### config.mk
export PLATFORM = sky130hd
export DESIGN_NAME = dcpu16_mbus_arb
export DESIGN_NICKNAME = d
export VERILOG_FILES = /design/src/rtl/dcpu16_pkg.sv /design/src/rtl/dcpu16_mbus_pick.sv /design/src/rtl/dcpu16_mbus_arb.sv
export SDC_FILE = /design/constraint.sdc
export NUM_CORES = 1
export LEC_CHECK = 0
export CAP_MARGIN = 5
export CORE_MARGIN = 5
export CORE_UTILIZATION = 35
export DETAILED_ROUTE_END_ITERATION = 6
export PLACE_DENSITY = 0.77
export SLEW_MARGIN = 20
export SYNTH_ARGS = -nofsm -noshare
export SYNTH_HDL_FRONTEND = slang
export SYNTH_SLANG_ARGS = --single-unit
### constraint.sdc
create_clock -name clk -period 1.5 [get_ports clk]
set_clock_uncertainty 0.2 [all_clocks]
set_input_delay 0.3 -clock clk [delete_from_list [all_inputs] [get_ports clk]]
set_output_delay 0.3 -clock clk [all_outputs]
set_load 0.02 [all_outputs]
### src/rtl/dcpu16_pkg.sv
//------------------------------------------------------------------------------
// Module   : dcpu16_pkg
// Purpose  : Shared types and helpers for the DCPU16 memory bus arbiter:
//            arbiter state encoding and a ceil-log2 helper for index widths.
// Revision : 1.0 - initial release
//------------------------------------------------------------------------------
`default_nettype none

package dcpu16_pkg;

  // Arbiter states, 2-bit encoding
  typedef enum logic [1:0] {
    ST_IDLE = 2'd0,
    ST_REQ  = 2'd1,
    ST_ACK  = 2'd2
  } mbus_state_e;

  // Ceil(log2(n)); returns 0 for n <= 1
  function automatic int clog2(input int n);
    int r;
    r = 0;
    for (int i = 0; i < 31; i++) begin
      if ((1 << i) < n) r = i + 1;
    end
    return r;
  endfunction

endpackage

`default_nettype wire

### src/rtl/dcpu16_mbus_pick.sv
//------------------------------------------------------------------------------
// Module   : dcpu16_mbus_pick
// Purpose  : Combinational rotating-priority picker. Scans req_i starting at
//            start_i (wrapping modulo NCH) and reports the first set index.
// Revision : 1.0 - initial release
//------------------------------------------------------------------------------
`default_nettype none

module dcpu16_mbus_pick #(
  parameter int NCH = 2,
  parameter int IW  = 1
) (
  input  logic [NCH-1:0] req_i,
  input  logic [IW-1:0]  start_i,
  output logic [IW-1:0]  gnt_o,
  output logic           any_o
);

  logic [IW-1:0] w_idx;
  logic          w_found;

  // First requester at or after start_i, wrapping around the channel count
  always_comb begin
    w_idx   = '0;
    w_found = 1'b0;
    gnt_o   = '0;
    for (int i = 0; i < NCH; i++) begin
      w_idx = IW'((int'(start_i) + i) % NCH);
      if (!w_found && req_i[w_idx]) begin
        w_found = 1'b1;
        gnt_o   = w_idx;
      end
    end
    any_o = w_found;
  end

endmodule

`default_nettype wire

### src/rtl/dcpu16_mbus_arb.sv
//------------------------------------------------------------------------------
// Module   : dcpu16_mbus_arb
// Purpose  : N-channel stb/wre/ack memory bus arbiter for the DCPU16 core.
//            Merges F-bus, A-bus and optional DMA masters onto one memory
//            port. All outputs are registered.
// Config   : DCPU16_MBUS_RR_EN defined   -> round-robin arbitration
//            DCPU16_MBUS_RR_EN undefined -> fixed priority, lowest index wins
// Revision : 1.0 - initial release
//------------------------------------------------------------------------------
`default_nettype none

module dcpu16_mbus_arb
  import dcpu16_pkg::*;
#(
  parameter int NCH = 2,
  parameter int AW  = 16,
  parameter int DW  = 16
) (
  input  logic              clk,
  input  logic              rst,
  input  logic [NCH*AW-1:0] ch_adr,
  input  logic [NCH*DW-1:0] ch_dto,
  input  logic [NCH-1:0]    ch_stb,
  input  logic [NCH-1:0]    ch_wre,
  output logic [DW-1:0]     ch_dti,
  output logic [NCH-1:0]    ch_ack,
  output logic [AW-1:0]     mb_adr,
  output logic [DW-1:0]     mb_dto,
  output logic              mb_stb,
  output logic              mb_wre,
  input  logic [DW-1:0]     mb_dti,
  input  logic              mb_ack
);

  localparam int IW = (NCH > 1) ? clog2(NCH) : 1;

  mbus_state_e    state_q, state_d;
  logic [IW-1:0]  gnt_q, gnt_d;
  logic [AW-1:0]  mb_adr_q, mb_adr_d;
  logic [DW-1:0]  mb_dto_q, mb_dto_d;
  logic           mb_stb_q, mb_stb_d;
  logic           mb_wre_q, mb_wre_d;
  logic [NCH-1:0] ch_ack_q, ch_ack_d;
  logic [DW-1:0]  ch_dti_q, ch_dti_d;

  logic [IW-1:0]  w_start;
  logic [IW-1:0]  w_pick;
  logic           w_any;
  logic [AW-1:0]  w_adr [NCH];
  logic [DW-1:0]  w_dto [NCH];

  // Split the flat channel buses into per-channel words
  for (genvar gi = 0; gi < NCH; gi++) begin : g_unpack
    assign w_adr[gi] = ch_adr[gi*AW +: AW];
    assign w_dto[gi] = ch_dto[gi*DW +: DW];
  end

`ifdef DCPU16_MBUS_RR_EN
  localparam logic [IW-1:0] LAST = IW'(NCH - 1);

  logic [IW-1:0] ptr_q, ptr_d;

  // Search begins one past the last winner so every channel gets a turn
  assign w_start = (ptr_q == LAST) ? '0 : ptr_q + 1'b1;

  // Remember the most recent winner; reset value makes channel 0 win first
  always_ff @(posedge clk) begin
    if (rst) ptr_q <= LAST;
    else     ptr_q <= ptr_d;
  end

  // Pointer follows every grant
  always_comb begin
    ptr_d = ptr_q;
    if (state_q == ST_IDLE && w_any) ptr_d = w_pick;
  end
`else
  // Fixed priority: always scan from channel 0
  assign w_start = '0;
`endif

  dcpu16_mbus_pick #(
    .NCH (NCH),
    .IW  (IW)
  ) u_pick (
    .req_i   (ch_stb),
    .start_i (w_start),
    .gnt_o   (w_pick),
    .any_o   (w_any)
  );

  // State and output registers
  always_ff @(posedge clk) begin
    if (rst) begin
      state_q  <= ST_IDLE;
      gnt_q    <= '0;
      mb_adr_q <= '0;
      mb_dto_q <= '0;
      mb_stb_q <= 1'b0;
      mb_wre_q <= 1'b0;
      ch_ack_q <= '0;
      ch_dti_q <= '0;
    end else begin
      state_q  <= state_d;
      gnt_q    <= gnt_d;
      mb_adr_q <= mb_adr_d;
      mb_dto_q <= mb_dto_d;
      mb_stb_q <= mb_stb_d;
      mb_wre_q <= mb_wre_d;
      ch_ack_q <= ch_ack_d;
      ch_dti_q <= ch_dti_d;
    end
  end

  // Grant in IDLE, wait for memory in REQ, single-cycle ack in ACK
  always_comb begin
    state_d  = state_q;
    gnt_d    = gnt_q;
    mb_adr_d = mb_adr_q;
    mb_dto_d = mb_dto_q;
    mb_stb_d = mb_stb_q;
    mb_wre_d = mb_wre_q;
    ch_ack_d = '0;
    ch_dti_d = ch_dti_q;
    case (state_q)
      ST_IDLE: begin
        if (w_any) begin
          gnt_d    = w_pick;
          mb_adr_d = w_adr[w_pick];
          mb_dto_d = w_dto[w_pick];
          mb_wre_d = ch_wre[w_pick];
          mb_stb_d = 1'b1;
          state_d  = ST_REQ;
        end else begin
          mb_stb_d = 1'b0;
        end
      end
      ST_REQ: begin
        // Completes even if the master has dropped its strobe meanwhile
        if (mb_ack) begin
          ch_dti_d        = mb_dti;
          mb_stb_d        = 1'b0;
          ch_ack_d[gnt_q] = 1'b1;
          state_d         = ST_ACK;
        end
      end
      ST_ACK: begin
        // Served master still drives stb here, so no arbitration this cycle
        state_d = ST_IDLE;
      end
      default: begin
        state_d  = ST_IDLE;
        mb_stb_d = 1'b0;
      end
    endcase
  end

  assign mb_adr = mb_adr_q;
  assign mb_dto = mb_dto_q;
  assign mb_stb = mb_stb_q;
  assign mb_wre = mb_wre_q;
  assign ch_ack = ch_ack_q;
  assign ch_dti = ch_dti_q;

endmodule

`default_nettype wire

Word-level counts from Yosys, hierarchy flattened:

Index checks and enable logic that the tools add are counted.

* register bits after elaboration: 55
* latch bits: 0
* memory bits (writable): 0
* memory bits (read-only): 0
* bits of input ports: 87
* output and inout port bits: 52
* word-level logic and storage cells: 48
* memories: 0

* $add $sub $neg: 0
* $mul: 0
* divide/modulo/power cells: 0
* order comparisons: 4
* equal/unequal tests: 4
* shift-type cells: 0
* mux-type cells: 19
* bitwise gates (word level): 4
* reduce and logical (&&, ||, !) cells: 9

Operators with widths (number)
* 2-to-1 mux 16 bit: 6
* 2-to-1 mux 1 bit: 8
* AND reduction 2 bit: 4
* less-than comparator 1 x 2 -> 1 bit (second input constant): 2
* 2-to-1 mux 2 bit: 2
* one-hot mux 2 bit (2 select lines): 1
* NOT 1 bit: 3
* one-hot mux 1 bit (3 select lines): 1
* OR reduction 3 bit: 1
* equality test 2 x 1 -> 1 bit (second input constant): 1
* equality test 2 bit (second input constant): 1
* greater-or-equal comparator 2 bit (second input constant): 1
* logical AND 1 bit: 2
* logical NOT 2 bit: 1
* != test 2 x 1 -> 1 bit (second input constant): 1
* != test 2 bit (second input constant): 1
* NOT 1 -> 2 bit: 1
* demux 1 bit (select 1 bit): 1
* greater-or-equal comparator 1 bit (second input constant): 1
* logical NOT 1 bit: 1

Logic depth before layout (Yosys ltp):

* depth after elaboration: 8
* gate-level depth with buffers: 6
* gate-level depth less buffers: 3

Modules after synthesis:

Synthesis repeated with hierarchy kept, for this count alone.

* cell total of the unflattened synthesis: 242
* area total of the unflattened synthesis: 2646.3 um2

By module, submodules not included
* dcpu16_mbus_arb: instances 1, cells each 239, area an instance 2628.8 um2, sequential area each 1101.1 um2
* dcpu16_mbus_pick: instances 1, cells each 3, area an instance 17.5 um2, sequential area each 0.0 um2

Worst setup path after synthesis:

OpenSTA, ideal clock, no wires.

* path kind: input to register
* from: input ch_stb[1]
* to: register mb_adr_q[0] (netlist: mb_adr[0])
* library setup time: 0.089 ns
* arrival: 1.221 ns
* data required time: 1.211 ns
* path slack: -0.010 ns
* stages on the path: 6
* path buffers: 3
* cell sequence: or2_1 > buf_6 > and2_4 > buf_6 > buf_6 > a311oi_2

* longest elaborated chain between the ends: 6
* elaborated cells between the ends (all ways): 8
* classes of those cells: mux: 5; bitwise: 1; reduce/logical: 2

Ends and longest elaborated chain
* start: declaration: line dcpu16_mbus_arb.sv:23 `input logic [NCH-1:0] ch_stb,`
* logical AND 1 bit *: line dcpu16_mbus_pick.sv:29 `if (!w_found && req_i[w_idx]) begin`
* 2-to-1 mux 1 bit: line dcpu16_mbus_pick.sv:29
* NOT 1 -> 2 bit (not written as such): line dcpu16_mbus_arb.sv:129 `mb_adr_d = w_adr[w_pick];`
* 2-to-1 mux 16 bit (not written as such) (3 in a row): line dcpu16_mbus_arb.sv:129
* end signal: assignment: line dcpu16_mbus_arb.sv:106 `mb_adr_q <= mb_adr_d;`
* end: declaration: line dcpu16_mbus_arb.sv:39 `logic [AW-1:0] mb_adr_q, mb_adr_d;`

Mark *: on every way between the ends. The rest lies on a longest branch, timed or not. The select of a mux whose other input is x is not followed.
A chain may end at the register's enable or synchronous reset.

Worst setup path after layout:

* from: register mb_adr_q[1] (netlist: mb_adr[1])
* to: output mb_adr[1]

RTL lines
* end: declaration: line dcpu16_mbus_arb.sv:27 `output logic [AW-1:0] mb_adr,`

No word-level cell between the ends.

==> flow_metrics.env <==
export IMPL_final_layout_size_suffix_gt1_share_pct=22.7
export IMPL_setup_violations=0
export IMPL_nNetsFinal=508
export IMPL_numCtsBuffers=5
export IMPL_gp_congestion=0.734
export IMPL_drt_initial_drc_count=98
export IMPL_pin_count=139
export IMPL_path_class="flip-flop to output pin"
export IMPL_root_buffer="clkbuf_8"
export IMPL_synth_top_family_by_area="compound AO/OA/AOI/OAI gates"
export IMPL_hp_class="primary input to flip-flop"
export IMPL_synth_compound_area_share_pct=30.4
export IMPL_die_h_um=93.8
export IMPL_maxSlewViolCount=0
export IMPL_dpl_hpwl_um=5740
export IMPL_synth_fa_ha_area_share_pct=0
export IMPL_worst_path_buf_inv=1
export IMPL_grt_pass1_wl_um=12700
export IMPL_synth_most_common_cell="nand2_1"
export IMPL_p_leak_nw=1.59
export IMPL_period_minus_slack_ns=1.46
export IMPL_start_util_pct=36.1
export IMPL_clockBufferDepth=2
export IMPL_coreArea_um2=6790
export IMPL_synth_area_leaders="dfxtp_1 45%, a311oi_2 18%, nand2_1 15%"
export IMPL_drc=0
export IMPL_ys_seq_area_share_pct=44.9
export IMPL_instances_no_fill=518
export IMPL_yosysUniqueCellTypes=21
export IMPL_required_ns=1.00
export IMPL_grt_overflow_total=0
export IMPL_synthMuxAreaShare_pct=0
export IMPL_via_per_inst=5.00
export IMPL_cpMaxStageDelayCell="dfxtp_1"
export IMPL_avgSynthCellArea_um2=8.71
export IMPL_synth_fp_nets=369
export IMPL_syn_area_um2=2450
export IMPL_clock_sinks=55
export IMPL_synth_main_ff_cell="dfxtp_1"
export IMPL_startpoint_type="flip-flop"
export IMPL_synthCells=282
export IMPL_diodes=0
export IMPL_final_seq_area_um2=1100
export IMPL_fill_cells=611
export IMPL_ant_nets=0
export IMPL_fin_crit_sh_pct=97.5
export IMPL_tightest_slew_ns=0.321
export IMPL_clk_pin_slew_ns=0.09
export IMPL_totalPowerFinal_mw=3.69
export IMPL_status="finished, final reports clean"
export IMPL_wl_um=8050
export IMPL_synth_ff_latch_count=55
export IMPL_vias=2588
export IMPL_fp_row_count=30
export IMPL_cp_max_fo=2
export IMPL_multi_input_area_um2=1240
export IMPL_clk_latency_ns=0.30
export IMPL_cts_tree="yes"
export IMPL_fmax_ghz=0.684
export IMPL_grt_usage_pct=18.1
export IMPL_cp_arrival_ns=0.96
export IMPL_synth_commonest_cells="100 x nand2_1, 55 x dfxtp_1, 51 x a21oi_1, 30 x a311oi_2, 16 x clkbuf_1"
export IMPL_finalHoldViolCount=0
export IMPL_synth_xor_area_share_pct=0
export IMPL_async_flop_share_pct=0
export IMPL_antenna_found_initial=0
export IMPL_yosys_area_share_simple_pct=18.6
export IMPL_synth_edf_count=0
export IMPL_port_buffers=138
export IMPL_synth_top_area_share_pct=44.9
export IMPL_grt_max_degree=24
export IMPL_maxSlewHeadroom_pct=78.6
export IMPL_yosys_area_top_type="dfxtp_1"
export IMPL_crit_family="flip-flops"
export IMPL_drv_cap=0
export IMPL_syn2layout_area_growth_pct=64.9
export IMPL_end_kind="output pin"
export IMPL_path_cells="clkdlybuf4s15_1"
export IMPL_critical_path_max_stage_delay_ns=0.34
export IMPL_yosys_warnings=0
export IMPL_drt_wirelength_per_cell_um=15.5
export IMPL_dp_cells=505
export IMPL_firstDrtPassIters=4
export IMPL_p_per_area_nw_per_um2=911
export IMPL_die_area_um2=8790
export IMPL_htree_num_levels=2
export IMPL_die_x_um=93.8
export IMPL_ir_worst_vdd_mv=0.379
export IMPL_grt_pass1_vias=2553
## placed cells by master, fill, tap and decap left out, drive strengths merged
cell type	n
a211oi	1
nand2	100
nand3b	2
dlygate4sd2	3
or2	1
nand3	1
a31oi	1
clkdlybuf4s50	83
buf	22
a311oi	33
and2	3
nor3	1
nand2b	1
nor2b	1
a21oi	51
dfxtp	55
nor2	3
clkdlybuf4s15	21
bufbuf	1
clkbuf	37
and3b	1
## routing by layer
| layer | up-vias | track usage, % | part of all wire, % |
|---|---|---|---|
| li1 | 1262 | - | - |
| met1 | 1211 | 21.0 | 40 |
| met2 | 106 | 32.4 | 50 |
| met3 | 9 | 5.05 | 7.8 |
| met4 | 0 | 4.81 | 1.9 |
| met5 | - | 0 | 0 |
## final cells by class
type	count	share of cell area (%)
Clock buffer	8	2.47
Multi-Input combinational cell	200	30.8
Sequential cell	55	27.2
Tap cell	96	2.97
Timing Repair Buffer	159	36.6
## final timing paths
path	endpoint	slack, ns	from	cells after the start
worst max-delay path	mb_adr[1]	0.04	mb_adr[1]$_SDFFE_PP0P_	1
worst min-delay path	ch_dti[2]$_SDFFE_PP0P_	0.16	rst	2
worst max register to register	mb_wre$_SDFFE_PP0P_	0.07	state_q[0]$_SDFFE_PP0P_	3
worst min register to register	ch_dti[11]$_SDFFE_PP0P_	0.26	ch_dti[11]$_SDFFE_PP0P_	2
## sequential cells by signal, indices dropped and copies added, names as in the netlist
signal	count
ch_ack	2
ch_dti	16
gnt_q	1
mb_adr	16
mb_dto	16
mb_stb	1
mb_wre	1
state_q	2
## logic make-up after synthesis
group / after synthesis
AO/OA/AOI/OAI: 86
buffers and inverters: 28
flip-flops: 55
AND/OR/NAND/NOR: 113
## power by group
group / internal [mW] / switching [mW] / leakage [nW] / total [mW]
sequential: 1.59 / 0.0740 / 0.454 / 1.67
clock: 0.422 / 0.456 / 0.0515 / 0.879
combinational: 0.552 / 0.589 / 1.09 / 1.14
## metrics by stage
stage	setup slack (ns)	utilization (%)	setup TNS, ns	hold WS (ns)	cell area [µm²]
2_1_floorplan	-0.00984	-	-0.295	0.197	2450
3_3_place_gp	-0.454	58.6	-16.34	0.242	3980
3_5_place_dp	-0.484	58.6	-17.31	0.248	3980
4_1_cts	-0.00458	61.0	-0.00799	0.154	4150
5_1_grt	-0.00459	59.6	-0.00820	0.175	4050
6_report	0.0380	59.6	0	0.160	4050
## timing repair
action	in CTS	in global routing
setup endpoints to repair	85	76
gates resized for setup	83	68
hold buffers	0	0
cloned	4	0
pin swaps	3	1
buffers inserted	2	0
No activity file was read; power rests on OpenSTA's default activity.
